**src/rtl/display_pkg.sv**
```systemverilog
// Shared types and constants for the multiplexed 7-segment display scanner.
// Contents:
//   DIGIT_W            width of a digit magnitude
//   DEFAULT_NUM_DIGITS default number of scanned digits
//   digit_t            stored digit record {sinal, diff}
//   slot_phase_e       BLANK/SHOW phase of the current digit slot
//   DIGIT_ON/DIGIT_OFF logical digit select levels, before polarity is applied
package display_pkg;

    localparam int unsigned DIGIT_W            = 4;
    localparam int unsigned DEFAULT_NUM_DIGITS = 4;

    typedef struct packed {
        logic               sinal;
        logic [DIGIT_W-1:0] diff;
    } digit_t;

    typedef enum logic {
        PhBlank,
        PhShow
    } slot_phase_e;

    localparam logic DIGIT_ON  = 1'b1;
    localparam logic DIGIT_OFF = 1'b0;

endpackage

```
**src/rtl/display_slot_timer.sv**
```systemverilog
// Scan timing for the display: counts cycles within a digit slot, steps the digit index
// and flags the slot phase and the frame boundary.
// Ports:
//   clk        system clock, rising edge
//   rst_n      synchronous reset, active-low
//   en         1: counters advance; 0: counters hold
//   idx_next   digit index for the next cycle
//   phase_next BLANK/SHOW phase for the next cycle
//   frame_tick high on the last cycle of a frame while enabled
module display_slot_timer
    import display_pkg::*;
#(
    parameter int unsigned NUM_DIGITS   = DEFAULT_NUM_DIGITS,
    parameter int unsigned CLK_DIV      = 50000,
    parameter int unsigned BLANK_CYCLES = 16,
    localparam int unsigned IDX_W       = $clog2(NUM_DIGITS)
) (
    input  logic             clk,
    input  logic             rst_n,
    input  logic             en,
    output logic [IDX_W-1:0] idx_next,
    output slot_phase_e      phase_next,
    output logic             frame_tick
);

    localparam int unsigned      CNT_W     = $clog2(CLK_DIV);
    localparam logic [CNT_W-1:0] LAST_SLOT = CNT_W'(CLK_DIV - 1);
    localparam logic [IDX_W-1:0] LAST_IDX  = IDX_W'(NUM_DIGITS - 1);

    logic [CNT_W-1:0] slot_cnt_q, slot_cnt_d;
    logic [IDX_W-1:0] idx_q, idx_d;
    logic             last_slot, last_idx;

    always_ff @(posedge clk) begin
        if (!rst_n) begin
            slot_cnt_q <= '0;
            idx_q      <= '0;
        end else begin
            slot_cnt_q <= slot_cnt_d;
            idx_q      <= idx_d;
        end
    end

    assign last_slot  = (slot_cnt_q == LAST_SLOT);
    assign last_idx   = (idx_q == LAST_IDX);
    assign frame_tick = en & last_slot & last_idx;

    always_comb begin
        slot_cnt_d = slot_cnt_q;
        idx_d      = idx_q;
        if (en) begin
            if (last_slot) begin
                slot_cnt_d = '0;
                idx_d      = last_idx ? '0 : idx_q + IDX_W'(1);
            end else begin
                slot_cnt_d = slot_cnt_q + CNT_W'(1);
            end
        end
    end

    // Next-cycle view lets the parent register its outputs aligned with the counters.
    always_comb begin
        phase_next = PhShow;
        if (32'(slot_cnt_d) < BLANK_CYCLES) begin
            phase_next = PhBlank;
        end
    end

    assign idx_next = idx_d;

endmodule

```
**src/rtl/display_scan_ctrl.sv**
```systemverilog
// Time-multiplexes NUM_DIGITS signed digit values onto one shared segment decoder and
// drives the per-digit enables. Writes land in shadow registers; a commit copies them to
// the live set at the next frame end so a frame never shows a half-updated number.
// Ports:
//   clk, rst_n    clock, synchronous active-low reset
//   en            1: scanning runs; 0: digits off, scan position held
//   wr_en         write shadow[wr_digit] with {wr_sinal, wr_diff}
//   wr_digit      target digit (out-of-range indices ignored)
//   wr_diff       digit magnitude
//   wr_sinal      digit sign
//   commit        request shadow->active copy at next frame end
//   commit_pend   copy requested, not yet done
//   commit_done   1-cycle pulse after the copy
//   diff_out      magnitude of the digit being scanned
//   sinal_out     sign of the digit being scanned
//   digit_en      one-hot digit select, polarity set by DIGIT_ACTIVE_LOW
//   frame_tick    1-cycle pulse on the last cycle of each frame
module display_scan_ctrl
    import display_pkg::*;
#(
    parameter int unsigned NUM_DIGITS       = DEFAULT_NUM_DIGITS,
    parameter int unsigned CLK_DIV          = 50000,
    parameter int unsigned BLANK_CYCLES     = 16,
    parameter bit          DIGIT_ACTIVE_LOW = 1'b1
) (
    input  logic                  clk,
    input  logic                  rst_n,
    input  logic                  en,
    input  logic                  wr_en,
    input  logic [2:0]            wr_digit,
    input  logic [DIGIT_W-1:0]    wr_diff,
    input  logic                  wr_sinal,
    input  logic                  commit,
    output logic                  commit_pend,
    output logic                  commit_done,
    output logic [DIGIT_W-1:0]    diff_out,
    output logic                  sinal_out,
    output logic [NUM_DIGITS-1:0] digit_en,
    output logic                  frame_tick
);

    localparam int unsigned           IDX_W   = $clog2(NUM_DIGITS);
    localparam logic [NUM_DIGITS-1:0] ALL_OFF = {NUM_DIGITS{DIGIT_OFF ^ DIGIT_ACTIVE_LOW}};

    logic [IDX_W-1:0] idx_next;
    slot_phase_e      phase_next;

    digit_t                  shadow_q [NUM_DIGITS];
    digit_t                  shadow_d [NUM_DIGITS];
    digit_t                  active_q [NUM_DIGITS];
    digit_t                  active_d [NUM_DIGITS];
    logic                    commit_pend_q, commit_pend_d;
    logic                    commit_done_q, commit_done_d;
    digit_t                  cur_q, cur_d;
    logic [NUM_DIGITS-1:0]   digit_en_q, digit_en_d;
    logic                    do_copy;
    logic                    wr_ok;
    logic [IDX_W-1:0]        wr_idx;

    display_slot_timer #(
        .NUM_DIGITS   (NUM_DIGITS),
        .CLK_DIV      (CLK_DIV),
        .BLANK_CYCLES (BLANK_CYCLES)
    ) u_timer (
        .clk        (clk),
        .rst_n      (rst_n),
        .en         (en),
        .idx_next   (idx_next),
        .phase_next (phase_next),
        .frame_tick (frame_tick)
    );

    assign wr_ok   = (32'(wr_digit) < NUM_DIGITS);
    assign wr_idx  = wr_digit[IDX_W-1:0];
    assign do_copy = frame_tick & commit_pend_q;

    always_comb begin
        shadow_d = shadow_q;
        if (wr_en && wr_ok) begin
            shadow_d[wr_idx] = '{sinal: wr_sinal, diff: wr_diff};
        end
        // Copy from shadow_d so a write on the frame-end cycle is included.
        active_d = do_copy ? shadow_d : active_q;
        // A commit arriving on the copy cycle re-arms for the following frame end.
        commit_pend_d = commit | (commit_pend_q & ~do_copy);
        commit_done_d = do_copy;
        // Follows idx, which only moves at slot start (inside BLANK).
        cur_d = active_d[idx_next];
    end

    always_comb begin
        digit_en_d = ALL_OFF;
        for (int i = 0; i < int'(NUM_DIGITS); i++) begin
            if (en && phase_next == PhShow && idx_next == IDX_W'(i)) begin
                digit_en_d[i] = DIGIT_ON ^ DIGIT_ACTIVE_LOW;
            end
        end
    end

    always_ff @(posedge clk) begin
        if (!rst_n) begin
            shadow_q      <= '{default: '0};
            active_q      <= '{default: '0};
            commit_pend_q <= 1'b0;
            commit_done_q <= 1'b0;
            cur_q         <= '0;
            digit_en_q    <= ALL_OFF;
        end else begin
            shadow_q      <= shadow_d;
            active_q      <= active_d;
            commit_pend_q <= commit_pend_d;
            commit_done_q <= commit_done_d;
            cur_q         <= cur_d;
            digit_en_q    <= digit_en_d;
        end
    end

    assign commit_pend = commit_pend_q;
    assign commit_done = commit_done_q;
    assign diff_out    = cur_q.diff;
    assign sinal_out   = cur_q.sinal;
    assign digit_en    = digit_en_q;

endmodule

```
**config.mk**
```make
export PLATFORM = sky130hd
export DESIGN_NAME = display_scan_ctrl
export DESIGN_NICKNAME = d
export VERILOG_FILES = /design/src/rtl/display_pkg.sv /design/src/rtl/display_slot_timer.sv /design/src/rtl/display_scan_ctrl.sv
export SDC_FILE = /design/constraint.sdc
export NUM_CORES = 1
export LEC_CHECK = 0
export BUFFER_PORTS_ARGS = -buffer_cell sky130_fd_sc_hd__buf_4
export CORE_UTILIZATION = 35
export DETAILED_ROUTE_END_ITERATION = 16
export GPL_ROUTABILITY_DRIVEN = 0
export PLACE_DENSITY = 0.59
export SLEW_MARGIN = 20
export SYNTH_ARGS = -nofsm -noshare
export SYNTH_HDL_FRONTEND = slang
export SYNTH_SLANG_ARGS = --single-unit
export TNS_END_PERCENT = 10
```
**constraint.sdc**
```tcl
create_clock -name clk -period 2.4 [get_ports clk]
set_input_delay 0.48 -clock clk [delete_from_list [all_inputs] [get_ports clk]]
set_output_delay 0.48 -clock clk [all_outputs]
set_load 0.01 [all_outputs]
```
==> Word level (Yosys, flattened, before mapping) <==
Cells that the tools add are included.
{ "word_totals": {"ff_bits": 69, "inputBits": 13, "output_inout_bits": 12, "elab_cells": 69} }
{ "op_classes": {"n_addsub": 2, "n_lt_le_gt_ge": 5, "n_eq_ne": 5, "mux": 18, "bitwise_logic": 8, "reduce_logical": 8} }
{ "op_table": {"columns": ["op", "n"], "rows": [
  ["20-bit two-way mux", 2],
  ["16-bit two-way mux", 2],
  ["20-bit bitwise mux", 1],
  ["16-bit by 1-bit adder with 16-bit output, second input constant", 1],
  ["16-bit == test, second input constant", 1],
  ["16-bit by 5-bit < comparator with 1-bit output, second input constant", 1],
  ["5-bit two-way mux", 3],
  ["5-bit binary-select mux with 2-bit select", 1],
  ["5-bit demux with 2-bit select", 1],
  ["1-bit logical AND", 7],
  ["2-bit == test, second input constant", 3],
  ["3-bit greater-or-equal comparator, second input constant", 2],
  ["2-bit two-way mux", 3],
  ["2-bit inverter with 3-bit output", 2],
  ["1-bit two-way mux", 5],
  ["1-bit AND", 4],
  ["3-bit by 1-bit < comparator with 1-bit output, second input constant", 1],
  ["3-bit < comparator, second input constant", 1],
  ["2-bit by 1-bit adder with 2-bit output, second input constant", 1],
  ["2-bit by 1-bit == test with 1-bit output, second input constant", 1],
  ["2-bit zero test", 1],
  ["1-bit inverter", 1],
  ["1-bit OR", 1]
]} }

==> Longest topological paths before layout <==
Gate-level depths: netlist of run 1.
{ "depth": {"word_depth": 11, "mapped_depth": 10, "depth_no_buf": 7} }

==> By module <==
Synthesis of run 1 repeated with hierarchy kept, for this count alone.
{ "unflattened": {"cells_unflattened": 345, "hier_area_um2": 3145.5} }
{ "by_module_without_submodules": {"columns": ["mod", "n_inst", "cells_per_inst", "area_per_inst_um2", "seq_area_each_um2"], "rows": [
  ["display_scan_ctrl", 1, 214, 2024.4, 1021.0],
  ["display_slot_timer", 1, 131, 1121.1, 360.3]
]} }

==> Worst setup path before layout of run 1 <==
No wires, ideal clock.
{ "synth_path": {"kind": "input -> register", "startpoint": "input en", "endpoint": "register cur_q (netlist bit diff_out[2])", "setup_time_ns": 0.115, "arrival_time_ns": 1.887, "required_ns": 2.285, "path_slack_ns": 0.398, "stages": 10, "n_path_buf": 4, "cell_sequence": "buf_2 -> and4_1 -> buf_2 -> nand4_4 -> buf_6 -> buf_6 -> o21ai_0 -> o31a_1 -> o22ai_1 -> o21a_1"} }
{ "synth_between": {"elab_chain_len": 7, "elab_cells_between_ends": 9, "classes_between": "mux (5); bitwise (4)"} }
{ "synth_lines": {"columns": ["element", "line", "text"], "rows": [
  ["start, declared", "display_scan_ctrl.sv:28", "input logic en,"],
  ["1-bit AND (2 in a row)", "display_slot_timer.sv:46", "assign frame_tick = en & last_slot & last_idx;"],
  ["1-bit AND", "display_scan_ctrl.sv:75", "assign do_copy = frame_tick & commit_pend_q;"],
  ["20-bit two-way mux", "display_scan_ctrl.sv:83", "active_d = do_copy ? shadow_d : active_q;"],
  ["5-bit binary-select mux with 2-bit select (*)", "display_scan_ctrl.sv:88", "cur_d = active_d[idx_next];"],
  ["5-bit two-way mux (implied by the code) (*) (2 in a row)", "display_scan_ctrl.sv:88", null],
  ["end signal, assigned", "display_scan_ctrl.sv:113", "cur_q <= cur_d;"],
  ["end, declared", "display_scan_ctrl.sv:54", "digit_t cur_q, cur_d;"]
]} }
Every way passes the cells marked *; elsewhere a longest branch is shown, timed or not. The select of a mux whose other input is x is not followed.
A chain may end at the register's enable or synchronous reset.

==> Final worst setup path of run 1 <==
{ "layout_path": {"startpoint": "register u_timer.slot_cnt_q[0]", "endpoint": "output frame_tick"} }
{ "layout_between": {"elab_chain_len": 3} }
{ "layout_lines": {"columns": ["element", "line", "text"], "rows": [
  ["start, declared", "display_slot_timer.sv:30", "logic [CNT_W-1:0] slot_cnt_q, slot_cnt_d;"],
  ["start signal, assigned", "display_slot_timer.sv:39", "slot_cnt_q <= slot_cnt_d;"],
  ["16-bit == test", "display_slot_timer.sv:44", "assign last_slot = (slot_cnt_q == LAST_SLOT);"],
  ["1-bit AND (2 in a row)", "display_slot_timer.sv:46", null],
  ["end, declared", "display_scan_ctrl.sv:39", "output logic frame_tick"]
]} }
No other way between the ends.

==> results of run 1 <==
path summary, 6_finish.rpt:
path | slack [ns] | start | endpoint | depth (start not counted)
worst max-delay path | 0.12 | u_timer.slot_cnt_q[0] | frame_tick | 7
worst min-delay path | 0.38 | commit | commit_pend | 3
worst max register to register | 0.25 | u_timer.slot_cnt_q[7] | digit_en[2] | 6
worst min register to register | 0.52 | shadow_q[11] | shadow_q[11] | 2
cell type report:
type,count,area (um2),share of cell area
multi-input cells,224,1610,0.448
flip-flops and latches,69,1380,0.383
repair buffers,33,260,0.0722
well taps,108,135,0.0375
clock buffers,9,124,0.0344
clock inverters,6,63.8,0.0177
inverters,7,26.3,0.00729
Yosys cell counts, drive strengths merged, types with 10 or more instances:
| library cell | instances |
|---|---|
| dfxtp | 69 |
| nor2b | 39 |
| mux2i | 28 |
| nor2 | 25 |
| nand2 | 15 |
| o21ai | 14 |
| o31a | 12 |
| xnor2 | 12 |
| buf | 11 |
| clkbuf | 10 |
| o22ai | 10 |
cell families (layout without fill, tap and decap cells):
family | count (synthesis) | in the layout | share of synthesized area
adder cells (fa/ha/maj) | 2 | 2 | 0.00797
AO/OA/AOI/OAI | 49 | 49 | 0.107
flip-flops | 69 | 69 | 0.440
AND/OR/NAND/NOR | 124 | 124 | 0.246
XOR/XNOR | 15 | 15 | 0.0419
buffers and inverters | 28 | 55 | 0.0466
multiplexers | 34 | 34 | 0.111
metal layers:
| layer | GRT usage | wire length (um) |
|---|---|---|
| met3 | 0.0289 | 260 |
| met1 | 0.217 | 3330 |
| met5 | 0 | 0 |
| met2 | 0.204 | 2590 |
| met4 | 0.0712 | 141 |
repair_timing:
action | in CTS | in global routing
gates resized for setup | 0 | 1
hold buffers | 0 | 0
endpoints found under the setup margin | 0 | 2
buffers inserted | 0 | 1
sequential cells by signal, indices dropped and copies added (netlist names), 2 cells and up:
register,count
active_q,20
digit_en,4
u_timer.slot_cnt_q,16
diff_out,4
u_timer.idx_q,2
shadow_q,20
worst max-delay path, stage by stage (launching register included):
cell,delay [ns]
dfxtp_1,0.39
ha_1,0.23
and4_2,0.33
nand4_1,0.11
nor2_1,0.16
nand2_1,0.09
inv_1,0.06
buf_4,0.11
stage by stage:
stage | instance area (um2) | hold WS, ns | setup WS (ns) | std cells
2_1_floorplan | 3140 | 0.478 | 0.398 | 321
3_3_place_gp | 3390 | 0.501 | 0.117 | 440
3_5_place_dp | 3390 | 0.500 | 0.0934 | 440
4_1_cts | 3580 | 0.370 | 0.0558 | 455
5_1_grt | 3600 | 0.376 | 0.0202 | 456
6_report | 3600 | 0.377 | 0.119 | 456
power by group through the flow:
stage	Clock (mW)	Combinational [mW]	Sequential, mW
3_5_place_dp	0	0.0955	1.19
2_1_floorplan	0	0.0559	1.19
3_3_place_gp	0	0.0947	1.19
4_1_cts	0.938	0.0955	1.16
5_1_grt	0.991	0.104	1.16
6_report	0.917	0.0935	1.16
==> flow_summary.yaml, run 1 <==
timing:
  slew_violations: 0
  fin_crit_sh: 0.950
  rsz0062_at_grt: "no"
  finClkSkew_ns: 0.00800
  fin_crit_ns: 2.28
  hold_viol_final: 0
  fin_tns_setup_ns: 0
  max_freq_ghz: 0.438
  maxSlewHeadroom: 0.681
  setup_viol: 0
  tightest_slew_ns: 0.477
clocking:
  tritoncts: "yes"
  clk_pin_slew_ns: 0.07
  clkLatencyLatePin_ns: 0.34
  h-tree-depth: 3
  root_buffer: "clkbuf_8"
  cts_buffers: 9
  cts.path.max_buffers: 2
  clock_sinks: 69
synth:
  ys_types: 49
  async_flop_share: 0
  synth_seq_area_share: 0.440
  yosys.area.top_type: "dfxtp_1"
  synth.area.top_cells: "dfxtp_1 44%, mux2i_1 8.9%, nor2b_1 7.8%"
  yosysWarningCount: 0
  ys_seq_elements: 69
  syn_area_um2: 3140
  syn_avg_cell_area_um2: 9.78
  synth_top_area_frac: 0.440
  synth_nets: 336
  synth_edf_count: 0
  synthCells: 321
  yosys_most_used_dff: "dfxtp_1"
final_layout:
  fillers: 858
  nNetsFinal: 359
  antenna_cells: 0
  drive_gt1_frac: 0.190
  area.growth.synth_to_final_pct: 14.8
  most-common-layout-cells: "69 x dfxtp_1, 39 x nor2b_1, 32 x buf_4, 28 x mux2i_1, 24 x nor2_1"
  final_common_cell: "dfxtp_1"
  post-route-util: 0.413
power:
  p_int_mw: 1.68
  p_clk_frac: 0.422
  pwr_density_cell_nw_per_um2: 603
  comb_power_share: 0.043
  power.sequential.fraction: 0.535
  total_power_mw: 2.17
  p_switching_uw: 497
  cellLeakagePower_nw: 1.34
  swShare: 0.229
  ir_worst_vdd_mv: 0.287
worst_setup_path:
  cp-end-kind: "primary output"
  crit_fanout: 5
  crit_arrival_ns: 1.80
  critPathRequiredTime_ns: 1.92
  critical_path_class: "reg2out"
  cp-start-kind: "flop"
placement:
  dp_hpwl_mm: 4.45
  port_buffers: 24
route:
  drtIter0Drc: 103
  drc: 0
  first_pass_iters: 4
  vias: 2278
  final_antenna_net_count: 0
  vias_per_cell: 5.00
  wirelength_mm: 6.32
  wl_per_cell_um: 13.9
global_route:
  grt_pass1_wl_mm: 11.1
  first_global_vias: 2189
  grt_max_degree: 46
  antenna_found_initial: 0
  grt_usage: 0.147
  grt.overflow.total: 0
floorplan:
  core_um2: 8720
  row_count: 34
  dieArea_um2: 9350
  chipWidth_um: 96.7
  io_pins: 25
  initial_utilization: 0.360
  die_h_um: 96.7
worst_hold_path:
  hold_class: "in2reg"
job:
  cap_violations: 0
status:
  status: "complete, no violations"
No activity file was read; power rests on OpenSTA's default activity.
==> run 2: changes to the inputs <==
==> constraint.sdc (replaced) <==
create_clock -name clk -period 2.55 [get_ports clk]
set_input_delay 0.51 -clock clk [delete_from_list [all_inputs] [get_ports clk]]
set_output_delay 0.51 -clock clk [all_outputs]
set_load 0.01 [all_outputs]
==> run 2 against run 1 <==
Compared with the run above:
- critical path type unchanged
- combinational power shrank 5.2%
- final area up 0.80%
- worst hold slack better by 0.020 ns
- core utilization grew 0.33 points
- worst setup slack improved by 0.096 ns
- final cell count down 0.22%
- register-to-register slack better by 0.04 ns
- global-route usage is 0.17 points lower
- power increased by 4.3%
- clock power grew 18%
==> flow_summary.yaml, run 2 (same netlist as run 1, synthesis figures left out) <==
final_layout:
  fillers: 866
  area.growth.synth_to_final_pct: 15.7
  nNetsFinal: 357
  final_common_cell: "dfxtp_1"
  drive_gt1_frac: 0.184
  post-route-util: 0.416
  largestRegisters: "active_q (20), shadow_q (20), u_timer.slot_cnt_q (16)"
  antenna_cells: 0
  most-common-layout-cells: "69 x dfxtp_1, 39 x nor2b_1, 31 x buf_4, 28 x mux2i_1, 24 x nor2_1"
global_route:
  grt_usage: 0.146
  grt_max_degree: 46
  grt.overflow.total: 0
  antenna_found_initial: 0
  gr-max-usage-layer: "met2"
  first_global_vias: 2211
  met1_usage: 0.200
  grt.met3_usage: 0.0448
  grt_pass1_wl_mm: 10.8
  grt.met2_usage: 0.212
route:
  drc: 0
  vias_per_cell: 5.10
  first_pass_iters: 4
  wirelength_mm: 6.40
  drtIter0Drc: 85
  vias: 2322
  final_antenna_net_count: 0
  wl_per_cell_um: 14.1
clocking:
  clock_sinks: 69
  post_cts_buffers: 0
  tritoncts: "yes"
  clkLatencyLatePin_ns: 0.34
  h-tree-depth: 3
  cts_buffers: 9
  cts_resized: 0
  clk_pin_slew_ns: 0.07
  root_buffer: "clkbuf_8"
  cts_hold_buf: 0
  cts.path.max_buffers: 2
worst_setup_path:
  crit_fanout: 5
  cp-start-kind: "flop"
  cp_top_family: "simple AND/OR/NAND/NOR gates"
  critical_path_class: "reg2out"
  max_stage_delay_ns: 0.38
  path_cells: "ha_1, and4_1, nand4_1, nor2_1, nand2_1, inv_1, buf_4"
  slowest_stage: "dfxtp_1"
  crit_arrival_ns: 1.82
  critPathRequiredTime_ns: 2.04
  cp-end-kind: "primary output"
  path_buf_inv: 2
floorplan:
  die_h_um: 96.7
  io_pins: 25
  chipWidth_um: 96.7
  dieArea_um2: 9350
  initial_utilization: 0.360
  core_um2: 8720
  row_count: 34
placement:
  dp_hpwl_mm: 4.45
  port_buffers: 24
power:
  pwr_density_cell_nw_per_um2: 624
  ir_worst_vdd_mv: 0.317
  cellLeakagePower_nw: 1.36
timing:
  hold_viol_final: 0
  maxSlewHeadroom: 0.677
  fin_tns_setup_ns: 0
  tightest_slew_ns: 0.483
  fin_crit_ns: 2.33
  fin_crit_sh: 0.916
  slew_violations: 0
  max_freq_ghz: 0.428
  finClkSkew_ns: 0.00662
  setup_viol: 0
  rsz0062_at_grt: "no"
status:
  status: "complete, no violations"
job:
  cap_violations: 0
worst_hold_path:
  hold_class: "in2reg"
## run 2: path summary, 6_finish.rpt
path / start / to / slack (ns) / depth (start not counted)
max: u_timer.slot_cnt_q[0] / frame_tick / 0.22 / 7
min: commit / commit_pend / 0.40 / 3
max reg2reg: u_timer.slot_cnt_q[0] / diff_out[1] / 0.29 / 7
min reg2reg: shadow_q[6] / shadow_q[6] / 0.52 / 2
## run 2: cell type report
type / count / area (um2) / area share
multi-input combinational: 224 / 1610 / 0.444
sequential: 69 / 1380 / 0.380
timing repair buffer: 31 / 233 / 0.0641
tap: 108 / 135 / 0.0372
clock buffer: 9 / 124 / 0.0341
clock inverter: 7 / 121 / 0.0334
inverter: 7 / 26.3 / 0.00723
## run 2: power breakdown
part	leakage (nW)	switching (mW)	internal, mW	total (mW)
clock network	0.124	0.428	0.656	1.08
logic	0.676	0.0447	0.0439	0.0886
registers	0.557	0.00624	1.09	1.09
total	1.36	0.478	1.79	2.27
## run 2: stage by stage
stage                     cell area [um2]  hold WS [ns]  cells  setup WS, ns  power (mW)
after floorplan                      3140         0.478    321         0.518        1.17
after CTS                            3630         0.385    455         0.196        2.30
after global placement               3390         0.496    439         0.258        1.21
final                                3630         0.397    455         0.215        2.27
after detailed placement             3390         0.498    439         0.242        1.21
after global routing                 3630         0.399    455        0.0589        2.36
## run 2: layer usage
| layer | up-vias | part of all wire |
|---|---|---|
| met5 | - | 0 |
| met4 | 0 | 0.016 |
| met3 | 8 | 0.042 |
| met2 | 38 | 0.43 |
| met1 | 1110 | 0.52 |
| li1 | 1166 | - |
## run 2: worst reg2reg max path, delay by kind of cell, from the launching register on
family / cells / cell delay [ns]
AOI/OAI and AO/OA: 2 / 0.32
DFF: 1 / 0.38
muxes: 1 / 0.32
adders and majority gates: 1 / 0.22
and+or+nand+nor: 3 / 0.90
==> run 3: changes to the inputs <==
--- a/config.mk
+++ b/config.mk
@@ -6,10 +6,12 @@
 export NUM_CORES = 1
 export LEC_CHECK = 0
 export BUFFER_PORTS_ARGS = -buffer_cell sky130_fd_sc_hd__buf_4
+export CELL_PAD_IN_SITES_DETAIL_PLACEMENT = 1
+export CELL_PAD_IN_SITES_GLOBAL_PLACEMENT = 2
 export CORE_UTILIZATION = 35
 export DETAILED_ROUTE_END_ITERATION = 16
 export GPL_ROUTABILITY_DRIVEN = 0
-export PLACE_DENSITY = 0.59
+export PLACE_DENSITY = 0.81
 export SLEW_MARGIN = 20
 export SYNTH_ARGS = -nofsm -noshare
 export SYNTH_HDL_FRONTEND = slang
==> run 3 against run 2 <==
Compared with the run above:
- wire length increased by 9.3%
- sequential cell count unchanged
- global-route usage grew 1.2 points
- critical endpoint unchanged
- largest power group unchanged
==> flow_summary.yaml, run 3 (same netlist as run 1, synthesis figures left out) <==
status:
  status: "complete, no violations"
clocking:
  post_cts_buffers: 0
  tritoncts: "yes"
  clkLatencyLatePin_ns: 0.34
  cts.path.max_buffers: 2
  clock_sinks: 69
  clk_pin_slew_ns: 0.07
  h-tree-depth: 3
  root_buffer: "clkbuf_8"
  cts_buffers: 9
power:
  ir_worst_vdd_mv: 0.235
  power.sequential.fraction: 0.536
  p_int_mw: 1.58
  pwr_density_cell_nw_per_um2: 568
  cellLeakagePower_nw: 1.34
  total_power_mw: 2.04
  swShare: 0.227
  p_clk_frac: 0.420
  comb_power_share: 0.044
  p_switching_uw: 463
timing:
  hold_viol_final: 0
  maxSlewHeadroom: 0.677
  slew_violations: 0
  fin_crit_sh: 0.934
  tightest_slew_ns: 0.484
  layout_setup_ws_ns: 0.169
  hold_ws_ns: 0.429
  finClkSkew_ns: 0.00682
  fin_crit_ns: 2.38
  fin_tns_setup_ns: 0
  max_freq_ghz: 0.420
  setup_viol: 0
  rsz0062_at_grt: "no"
route:
  final_antenna_net_count: 0
  wirelength_mm: 6.99
  vias_per_cell: 5.06
  first_pass_iters: 4
  drtIter0Drc: 53
  drc: 0
  wl_per_cell_um: 15.3
  vias: 2307
floorplan:
  core_um2: 8720
  die_h_um: 96.7
  row_count: 34
  chipWidth_um: 96.7
  dieArea_um2: 9350
  initial_utilization: 0.360
  io_pins: 25
worst_setup_path:
  cp-start-kind: "flop"
  max_stage_delay_ns: 0.38
  cp-end-kind: "primary output"
  path_buf_inv: 2
  cp_top_family: "simple AND/OR/NAND/NOR gates"
  r2r_slack_ns: 0.31
  crit_fanout: 5
  path_cells: "ha_1, and4_2, nand4_1, nor2_1, nand2_1, inv_1, buf_4"
  critPathRequiredTime_ns: 2.04
  critical_path_class: "reg2out"
  crit_arrival_ns: 1.87
  slowest_stage: "dfxtp_1"
global_route:
  grt_max_degree: 52
  first_global_vias: 2391
  antenna_found_initial: 0
  grt_pass1_wl_mm: 11.8
  grt.overflow.total: 0
  grt_usage: 0.158
final_layout:
  antenna_cells: 0
  largestRegisters: "active_q (20), shadow_q (20), u_timer.slot_cnt_q (16)"
  layout.cells.non_filler: 456
  multiInputGateArea_um2: 1610
  post-route-util: 0.412
  most-common-layout-cells: "69 x dfxtp_1, 39 x nor2b_1, 33 x buf_4, 28 x mux2i_1, 24 x nor2_1"
  drive_gt1_frac: 0.190
  final_area_um2: 3590
  final_common_cell: "dfxtp_1"
  seq_area_um2: 1380
  fillers: 1020
  area.growth.synth_to_final_pct: 14.4
  nNetsFinal: 359
job:
  cap_violations: 0
worst_hold_path:
  hold_class: "in2reg"
placement:
  dp_hpwl_mm: 5.00
  post_dp_cell_area_um2: 3400
  port_buffers: 24
  dpl.cell_count: 441
  dpl_worst_slack_ns: 0.230
==> run 3: layout make-up <==
class / instances / area share
clock buffer: 9 / 0.0345
timing repair buffer: 33 / 0.0690
clock inverter: 6 / 0.0178
sequential: 69 / 0.385
multi-input combinational: 224 / 0.449
tap: 108 / 0.0376
inverter: 7 / 0.00732
==> run 3: metal layers <==
| metal | wire, um | track usage | share of wire |
|---|---|---|---|
| met5 | 0 | 0 | 0 |
| met3 | 185 | 0.0412 | 0.026 |
| met1 | 3250 | 0.196 | 0.47 |
| met2 | 3480 | 0.270 | 0.50 |
| met4 | 74 | 0.0413 | 0.011 |
==> run 3: worst paths after layout <==
kind | endpoint | cells past startpoint | start
worst min register to register | active_q[11] | 2 | active_q[11]
worst max register to register | diff_out[1] | 7 | u_timer.slot_cnt_q[0]
worst max-delay path | frame_tick | 7 | u_timer.slot_cnt_q[0]
worst min-delay path | u_timer.slot_cnt_q[2] | 2 | rst_n
==> run 3: power by group through the flow <==
stage	Combinational, mW	Sequential [mW]	Clock, mW
2_1_floorplan	0.0526	1.12	0
3_3_place_gp	0.0896	1.12	0
3_5_place_dp	0.0925	1.12	0
4_1_cts	0.0925	1.09	0.889
5_1_grt	0.0998	1.10	0.935
6_report	0.0898	1.09	0.857
==> run 3: timing repair <==
| action | in CTS | in global routing |
|---|---|---|
| hold buffers | 0 | 0 |
| endpoints found under the hold margin | 0 | 0 |
| endpoints found under the setup margin | 0 | 1 |
| resized for setup | 0 | 1 |
